$ cat src/rtl/icache_dm_pkg.sv
// icache_dm_pkg: shared types and constants for the direct-mapped instruction cache.
//   word_tp / line_tp / addr_tp : 32-bit word, 128-bit line, 32-bit default address
//   TRUE / FALSE / ZERO_ADDR    : named constants
//   state_t                     : controller states IDLE / MISS / DROP
//   sel_word()                  : picks 32-bit word k (0..3) out of a line
package icache_dm_pkg;

   localparam int WORD_W = 32;
   localparam int LINE_W = 128;
   localparam int ADDR_W_DEF = 32;

   typedef logic [WORD_W-1:0]     word_tp;
   typedef logic [LINE_W-1:0]     line_tp;
   typedef logic [ADDR_W_DEF-1:0] addr_tp;

   localparam logic   TRUE      = 1'b1;
   localparam logic   FALSE     = 1'b0;
   localparam addr_tp ZERO_ADDR = '0;

   typedef enum logic [1:0] {
      IDLE = 2'd0,
      MISS = 2'd1,
      DROP = 2'd2
   } state_t;

   // Word k sits at line[32k+31:32k]; byte 0 of the line is line[7:0].
   function automatic word_tp sel_word(input line_tp line, input logic [1:0] sel);
      word_tp w;
      case (sel)
         2'd0:    w = line[31:0];
         2'd1:    w = line[63:32];
         2'd2:    w = line[95:64];
         default: w = line[127:96];
      endcase
      return w;
   endfunction

endpackage

$ cat src/rtl/icache_dm_if.sv
// icache_dm_if: fetch-side and memory-controller-side signals of the cache.
//   slave  : the cache's view (takes fetch requests, issues line fetches)
//   master : the environment's view (fetch unit + memory controller)
//
// Handshakes:
//   Fetch: the fetch unit raises if_valid with a stable if_addr and holds
//   both until the cache pulses if_done for one cycle (if_inst valid in that
//   cycle) or until it pulses flush. flush discards any pending response.
//   Line fetch: the cache raises fc_valid with a stable line-aligned fc_addr
//   and holds both until the memory controller pulses fc_done for one cycle
//   with fc_line valid. fc_valid falls on the edge that samples fc_done, so
//   the same fetch is never launched twice. A fetch is never withdrawn.
interface icache_dm_if #(
   parameter int ADDR_W = 32
);
   import icache_dm_pkg::*;

   logic              flush;
   logic              if_valid;
   logic [ADDR_W-1:0] if_addr;
   logic              if_done;
   word_tp            if_inst;
   logic              fc_valid;
   logic [ADDR_W-1:0] fc_addr;
   logic              fc_done;
   line_tp            fc_line;

   modport slave (
      input  flush, if_valid, if_addr, fc_done, fc_line,
      output if_done, if_inst, fc_valid, fc_addr
   );

   modport master (
      output flush, if_valid, if_addr, fc_done, fc_line,
      input  if_done, if_inst, fc_valid, fc_addr
   );

endinterface

$ cat src/rtl/icache_array.sv
// icache_array: valid/tag/data storage for the direct-mapped cache.
//   clk, rst_n          : clock, async active-low reset (clears valid bits only)
//   rd_idx              : combinational lookup index
//   rd_valid/tag/data   : stored contents of line rd_idx
//   wr_en/idx/tag/data  : single write port, installs a line and sets its valid bit
module icache_array
   import icache_dm_pkg::*;
#(
   parameter int IDX_W = 4,
   parameter int TAG_W = 24
) (
   input  logic             clk,
   input  logic             rst_n,
   input  logic [IDX_W-1:0] rd_idx,
   output logic             rd_valid,
   output logic [TAG_W-1:0] rd_tag,
   output line_tp           rd_data,
   input  logic             wr_en,
   input  logic [IDX_W-1:0] wr_idx,
   input  logic [TAG_W-1:0] wr_tag,
   input  line_tp           wr_data
);

   localparam int LINES = 1 << IDX_W;

   logic [LINES-1:0] valid_q;
   logic [TAG_W-1:0] tag_mem  [LINES];
   line_tp           data_mem [LINES];

   always_ff @(posedge clk or negedge rst_n) begin
      if (!rst_n) begin
         valid_q <= '0;
      end else if (wr_en) begin
         valid_q[wr_idx] <= TRUE;
      end
   end

   // Tag and data need no reset: they are only read behind a valid bit.
   always_ff @(posedge clk) begin
      if (wr_en) begin
         tag_mem[wr_idx]  <= wr_tag;
         data_mem[wr_idx] <= wr_data;
      end
   end

   assign rd_valid = valid_q[rd_idx];
   assign rd_tag   = tag_mem[rd_idx];
   assign rd_data  = data_mem[rd_idx];

endmodule

$ cat src/rtl/icache_dm.sv
// icache_dm: direct-mapped read-only instruction cache, 2^IDX_W lines of 16 bytes.
//   clk, rst_n : clock, async active-low reset
//   rdy        : global ready; low freezes all state (if_done forced low)
//   bus        : fetch request/response and line-fetch signals (slave view)
//   state      : current controller state, for observation
// Hits answer one cycle after the request. A miss fetches the whole line,
// installs it and answers on the fc_done edge. A flush during a miss moves
// to DROP: the line is still installed when it arrives but nothing is
// returned to fetch.
module icache_dm
   import icache_dm_pkg::*;
#(
   parameter int IDX_W  = 4,
   parameter int ADDR_W = 32
) (
   input  logic        clk,
   input  logic        rst_n,
   input  logic        rdy,
   icache_dm_if.slave  bus,
   output state_t      state
);

   localparam int TAG_W = ADDR_W - 4 - IDX_W;

   state_t            state_q, state_n;
   logic              if_done_q, if_done_n;
   word_tp            if_inst_q, if_inst_n;
   logic              fc_valid_q, fc_valid_n;
   logic [ADDR_W-1:0] fc_addr_q, fc_addr_n;
   logic [ADDR_W-1:0] miss_addr_q, miss_addr_n;

   logic              rd_valid;
   logic [TAG_W-1:0]  rd_tag;
   line_tp            rd_data;
   logic              hit;
   logic              wr_en;

   // Word-aligned addresses: the byte-offset bits carry no information.
   logic unused_addr_bits;
   assign unused_addr_bits = ^{bus.if_addr[1:0], miss_addr_q[1:0]};

   icache_array #(
      .IDX_W (IDX_W),
      .TAG_W (TAG_W)
   ) u_array (
      .clk      (clk),
      .rst_n    (rst_n),
      .rd_idx   (bus.if_addr[4+IDX_W-1:4]),
      .rd_valid (rd_valid),
      .rd_tag   (rd_tag),
      .rd_data  (rd_data),
      .wr_en    (wr_en),
      .wr_idx   (miss_addr_q[4+IDX_W-1:4]),
      .wr_tag   (miss_addr_q[ADDR_W-1:4+IDX_W]),
      .wr_data  (bus.fc_line)
   );

   assign hit = rd_valid && (rd_tag == bus.if_addr[ADDR_W-1:4+IDX_W]);

   always_ff @(posedge clk or negedge rst_n) begin
      if (!rst_n) begin
         state_q     <= IDLE;
         if_done_q   <= FALSE;
         if_inst_q   <= '0;
         fc_valid_q  <= FALSE;
         fc_addr_q   <= '0;
         miss_addr_q <= '0;
      end else begin
         state_q     <= state_n;
         if_done_q   <= if_done_n;
         if_inst_q   <= if_inst_n;
         fc_valid_q  <= fc_valid_n;
         fc_addr_q   <= fc_addr_n;
         miss_addr_q <= miss_addr_n;
      end
   end

   always_comb begin
      state_n     = state_q;
      if_done_n   = FALSE;
      if_inst_n   = if_inst_q;
      fc_valid_n  = fc_valid_q;
      fc_addr_n   = fc_addr_q;
      miss_addr_n = miss_addr_q;
      wr_en       = FALSE;
      if (rdy) begin
         case (state_q)
            IDLE: begin
               if (bus.if_valid && !bus.flush) begin
                  if (hit) begin
                     if_done_n = TRUE;
                     if_inst_n = sel_word(rd_data, bus.if_addr[3:2]);
                  end else begin
                     fc_valid_n  = TRUE;
                     fc_addr_n   = {bus.if_addr[ADDR_W-1:4], 4'b0000};
                     miss_addr_n = bus.if_addr;
                     state_n     = MISS;
                  end
               end
            end
            MISS: begin
               if (bus.fc_done) begin
                  wr_en      = TRUE;
                  fc_valid_n = FALSE;
                  state_n    = IDLE;
                  if (!bus.flush) begin
                     if_done_n = TRUE;
                     if_inst_n = sel_word(bus.fc_line, miss_addr_q[3:2]);
                  end
               end else if (bus.flush) begin
                  // The controller cannot abort, so keep fc_valid up and
                  // absorb the line when it comes back.
                  state_n = DROP;
               end
            end
            DROP: begin
               if (bus.fc_done) begin
                  wr_en      = TRUE;
                  fc_valid_n = FALSE;
                  state_n    = IDLE;
               end
            end
            default: state_n = IDLE;
         endcase
      end
   end

   assign bus.if_done  = if_done_q;
   assign bus.if_inst  = if_inst_q;
   assign bus.fc_valid = fc_valid_q;
   assign bus.fc_addr  = fc_addr_q;
   assign state        = state_q;

endmodule

$ cat src/flat_wrapper.sv
// flat-port wrapper written by rule: the top's interface ports become plain ports
module icache_dm_flat import icache_dm_pkg::*;
#(
   parameter int IDX_W  = 4,
   parameter int ADDR_W = 32
)
  (clk, rst_n, rdy, state, bus_flush, bus_if_valid, bus_if_addr, bus_fc_done, bus_fc_line, bus_if_done, bus_if_inst, bus_fc_valid, bus_fc_addr);
  icache_dm_if #(.ADDR_W(ADDR_W)) bus_i ();
  input  logic clk;
  input  logic rst_n;
  input  logic rdy;
  output state_t state;
  input wire logic [$bits(bus_i.flush)-1:0] bus_flush;
  input wire logic [$bits(bus_i.if_valid)-1:0] bus_if_valid;
  input wire logic [$bits(bus_i.if_addr)-1:0] bus_if_addr;
  input wire logic [$bits(bus_i.fc_done)-1:0] bus_fc_done;
  input wire logic [$bits(bus_i.fc_line)-1:0] bus_fc_line;
  output wire logic [$bits(bus_i.if_done)-1:0] bus_if_done;
  output wire logic [$bits(bus_i.if_inst)-1:0] bus_if_inst;
  output wire logic [$bits(bus_i.fc_valid)-1:0] bus_fc_valid;
  output wire logic [$bits(bus_i.fc_addr)-1:0] bus_fc_addr;
  assign bus_i.flush = bus_flush;
  assign bus_i.if_valid = bus_if_valid;
  assign bus_i.if_addr = bus_if_addr;
  assign bus_i.fc_done = bus_fc_done;
  assign bus_i.fc_line = bus_fc_line;
  assign bus_if_done = bus_i.if_done;
  assign bus_if_inst = bus_i.if_inst;
  assign bus_fc_valid = bus_i.fc_valid;
  assign bus_fc_addr = bus_i.fc_addr;
  icache_dm #(.IDX_W(IDX_W), .ADDR_W(ADDR_W)) u_core (.clk(clk), .rst_n(rst_n), .rdy(rdy), .bus(bus_i), .state(state));
endmodule
$ cat config.mk
export PLATFORM = sky130hd
export DESIGN_NAME = icache_dm_flat
export DESIGN_NICKNAME = d
export VERILOG_FILES = /design/src/rtl/icache_dm_pkg.sv /design/src/rtl/icache_dm_if.sv /design/src/rtl/icache_array.sv /design/src/rtl/icache_dm.sv /design/src/flat_wrapper.sv
export SDC_FILE = /design/constraint.sdc
export NUM_CORES = 2
export LEC_CHECK = 0
export ABC_AREA = 1
export BUFFER_PORTS_ARGS = -buffer_cell sky130_fd_sc_hd__buf_2
export CORE_MARGIN = 2
export CORE_UTILIZATION = 60
export CTS_CLUSTER_DIAMETER = 100
export DETAILED_ROUTE_END_ITERATION = 16
export PLACE_DENSITY_LB_ADDON = 0.12
export SYNTH_ARGS = -nofsm -noshare
export SYNTH_HDL_FRONTEND = slang
export SYNTH_SLANG_ARGS = --single-unit
$ cat constraint.sdc
create_clock -name clk -period 13.1 [get_ports clk]
set_input_delay 1.965 -clock clk [delete_from_list [all_inputs] [get_ports clk]]
set_output_delay 1.965 -clock clk [all_outputs]
set_load 0.01 [all_outputs]
==> impl_metrics.toml <==
[synthesis]
synthTopCellsByArea = "edfxtp_1, o21ai_0, nor2_1"
syn_inst = 7742
netlist.area_leader.share_pct = 73.0
syn_avg_cell_area_um2 = 12.9
synth-seq-cells = 2514
syn_area_um2 = 100000
yosys.area.top_type = "edfxtp_1"
ys_warn_count = 0
yosysUniqueCellTypes = 35
synth-seq-area-share_pct = 75.1

[sta]
maxSlewViolCount = 0
tightest_slew_ns = 1.37
timing.slew.headroom_pct = 8.73
fin_crit_sh_pct = 49.2
skew_ns = 0.0278
hold_viol = 0
setup_tns_ns = 0
rsz0062_at_grt = "false"
period_minus_slack_ns = 6.45
whs_ns = 0.461
max_freq_mhz = 155
setup_viol = 0

[run_status]
outcome = "finished clean"

[floorplan]
rows = 149
core_um2 = 165000
die_w_um = 412
start_util_pct = 60.5
die_h_um = 412
io_pins = 234
die_area_um2 = 170000

[layout]
nets = 7895
final_util_pct = 66.5
areaGrowthSynthToFinish_pct = 9.92
fill_cells = 11800
layout-drive-gt1-share_pct = 8.82

[critical_path]
r2r_slack_ns = 8.13
cp_data_required_time_ns = 13.85
critical_path_peak_fanout = 227
worstPathArrival_ns = 7.20
startpoint_type = "input port"
crit_type = "in2reg"
cp-end-kind = "flip-flop"

[power_and_ir_drop]
ir_worst_vdd_uv = 164
seqPwrFrac_pct = 52.7
p_leak_uw = 0.0366
switchingPower_uw = 4730
switching_share_pct = 26.0
pwr-share-comb_pct = 11.0
intPower_uw = 13500
totalPowerFinal_uw = 18200
clkPwrFrac_pct = 36.3
powerDensity_nw_per_um2 = 166

[routing]
wl_per_cell_um = 28.2
ant_nets = 0
wl_um = 286000
drc = 0
first_pass_iters = 8
avgViaCountPerCell = 6.49
vias = 65800
drt_iter0_drc = 9365

[clock_tree]
cts_resized = 0
htree_levels = 4
clkSinkCount = 2514
path_clk_slew_ns = 0.06
tritoncts = "done"
post-cts-setup-buffer-count = 0
clockBufferDepth = 3
cts_buffers = 240
postCtsHoldBufs = 0
clockRootBuffer = "clkbuf_16"
worstSkewPairLatency_ns = 0.89

[grt]
grt_overflow = 0
track_usage_pct = 33.4
grt_pass1_wl_um = 413000
antenna_found_initial = 50
grt_pass1_vias = 61500
grt_max_degree = 234

[place]
hpwlAfterDp_um = 143000
gp_congestion = 0.812
io_buffers = 227

[hold_path]
hold_class = "reg2reg"

[run]
maxCapViolCount = 0
## power by group through the flow
stage	sequential, µW	clock (µW)	combinational, µW
3_5_place_dp	9770	0	1960
5_1_grt	9640	6950	2110
4_1_cts	9600	6640	1960
3_3_place_gp	9750	0	1930
6_report	9600	6610	2000
2_1_floorplan	9740	0	1050
## synthesized netlist by cell type, drive strengths merged
cell and n:
nor3 1, o221ai 248, a211oi 1, a22o 1
o21ai 1246, conb 1, a31oi 26, o22ai 295
inv 117, o211ai 115, dfrtp 82, nand2 900
a21boi 2, a21oi 21, nand4 6, edfxtp 2432
ha 3, nor2 1214, clkbuf 358, nand3 401
a221oi 22, or2 16, a31o 3, buf 228
clkinv 2, o31ai 1
## final cells by class
cell class / count / area (µm²) / share of cell area (%)
timing repair buffer: 325 / 2170 / 1.97
inverter: 119 / 479 / 0.436
tap: 2189 / 2740 / 2.49
clock buffer: 327 / 6520 / 5.93
multi-input combinational: 4526 / 22000 / 20.0
antenna: 20 / 50.0 / 0.0455
sequential: 2514 / 75100 / 68.3
clock inverter: 117 / 913 / 0.831
## critical path: stages
cell and delay, ns:
buf_8 0.34, buf_12 0.55, buf_4 0.79, buf_12 0.63, nand2_1 0.10, nand2_1 0.10, nand2_1 0.05, nand2_1 0.10
nand2_1 0.05, nand3_1 0.12, nand3_1 0.08, nand2_1 0.08, inv_1 0.04, nand3_1 0.07, nor2_1 0.06, nand3_2 0.10
nand2_1 0.07, nand2_2 0.05, buf_4 0.53, clkinv_2 0.79, nand2_1 0.25, nand2_1 0.07
## kinds of logic after synthesis
logic type / Yosys count / share of synthesized area, %
AO/OA/AOI/OAI: 1981 / 11.6
adder cells (fa/ha/maj): 3 / 0.0375
buffers and inverters: 705 / 3.12
flip-flops: 2514 / 75.1
other: 1 / 0.00375
AND/OR/NAND/NOR: 2538 / 10.1
## sequential cells by signal, indices dropped and copies added, names as in the netlist
register / cells
u_core.miss_addr_q: 29
u_core.bus.fc_addr: 1
u_core.u_array.data_mem: 2048
u_core.u_array.valid_q: 16
u_core.u_array.tag_mem: 384
u_core.bus.if_inst: 32
u_core.bus.if_done: 1
u_core.state: 2
u_core.bus.fc_valid: 1
## per-layer routing
layer | routed length, µm | vias to the layer above | track usage, %
met3 | 32300 | 586 | 6.72
met4 | 11100 | 30 | 13.3
met5 | 190 | - | 0
li1 | - | 28700 | -
met2 | 131000 | 3831 | 50.8
met1 | 111000 | 32700 | 48.0
## through the flow
stage	instances	setup slack (ns)	area, µm²
finish	10100	6.65	110000
global route	10100	6.15	110000
CTS	10100	6.54	110000
detailed placement	9673	5.60	102000
global placement	9673	5.59	102000
floorplan	7745	3.38	100000
## worst paths after layout
kind | start | to | depth (start not counted)
min | u_core.u_array.valid_q[14] | u_core.u_array.valid_q[14] | 2
min reg2reg | u_core.u_array.valid_q[14] | u_core.u_array.valid_q[14] | 2
max | bus_if_addr[4] | u_core.bus.if_inst[24] | 22
max in group asynchronous | rst_n | u_core.miss_addr_q[11] | 2
min in group asynchronous | rst_n | u_core.miss_addr_q[10] | 1
max reg2reg | u_core.state[0] | u_core.u_array.data_mem[13][88] | 8
## cell usage in the layout, fill, tap and decap left out, drive strengths merged
| cell | count |
|---|---|
| a221oi | 22 |
| a211oi | 1 |
| nand2 | 900 |
| clkbuf | 327 |
| a21boi | 2 |
| or2 | 16 |
| a22o | 1 |
| nand3 | 401 |
| o22ai | 295 |
| o21ai | 1246 |
| inv | 120 |
| nand4 | 6 |
| bufinv | 11 |
| conb | 4 |
| diode | 20 |
| o31ai | 1 |
| clkinv | 98 |
| o211ai | 115 |
| ha | 3 |
| dfrtp | 82 |
| a31oi | 26 |
| a21oi | 21 |
| nor2 | 1214 |
| buf | 325 |
| clkinvlp | 7 |
| a31o | 3 |
| o221ai | 248 |
| nor3 | 1 |
| edfxtp | 2432 |
Note: power is estimated with default switching activity, not from simulation.
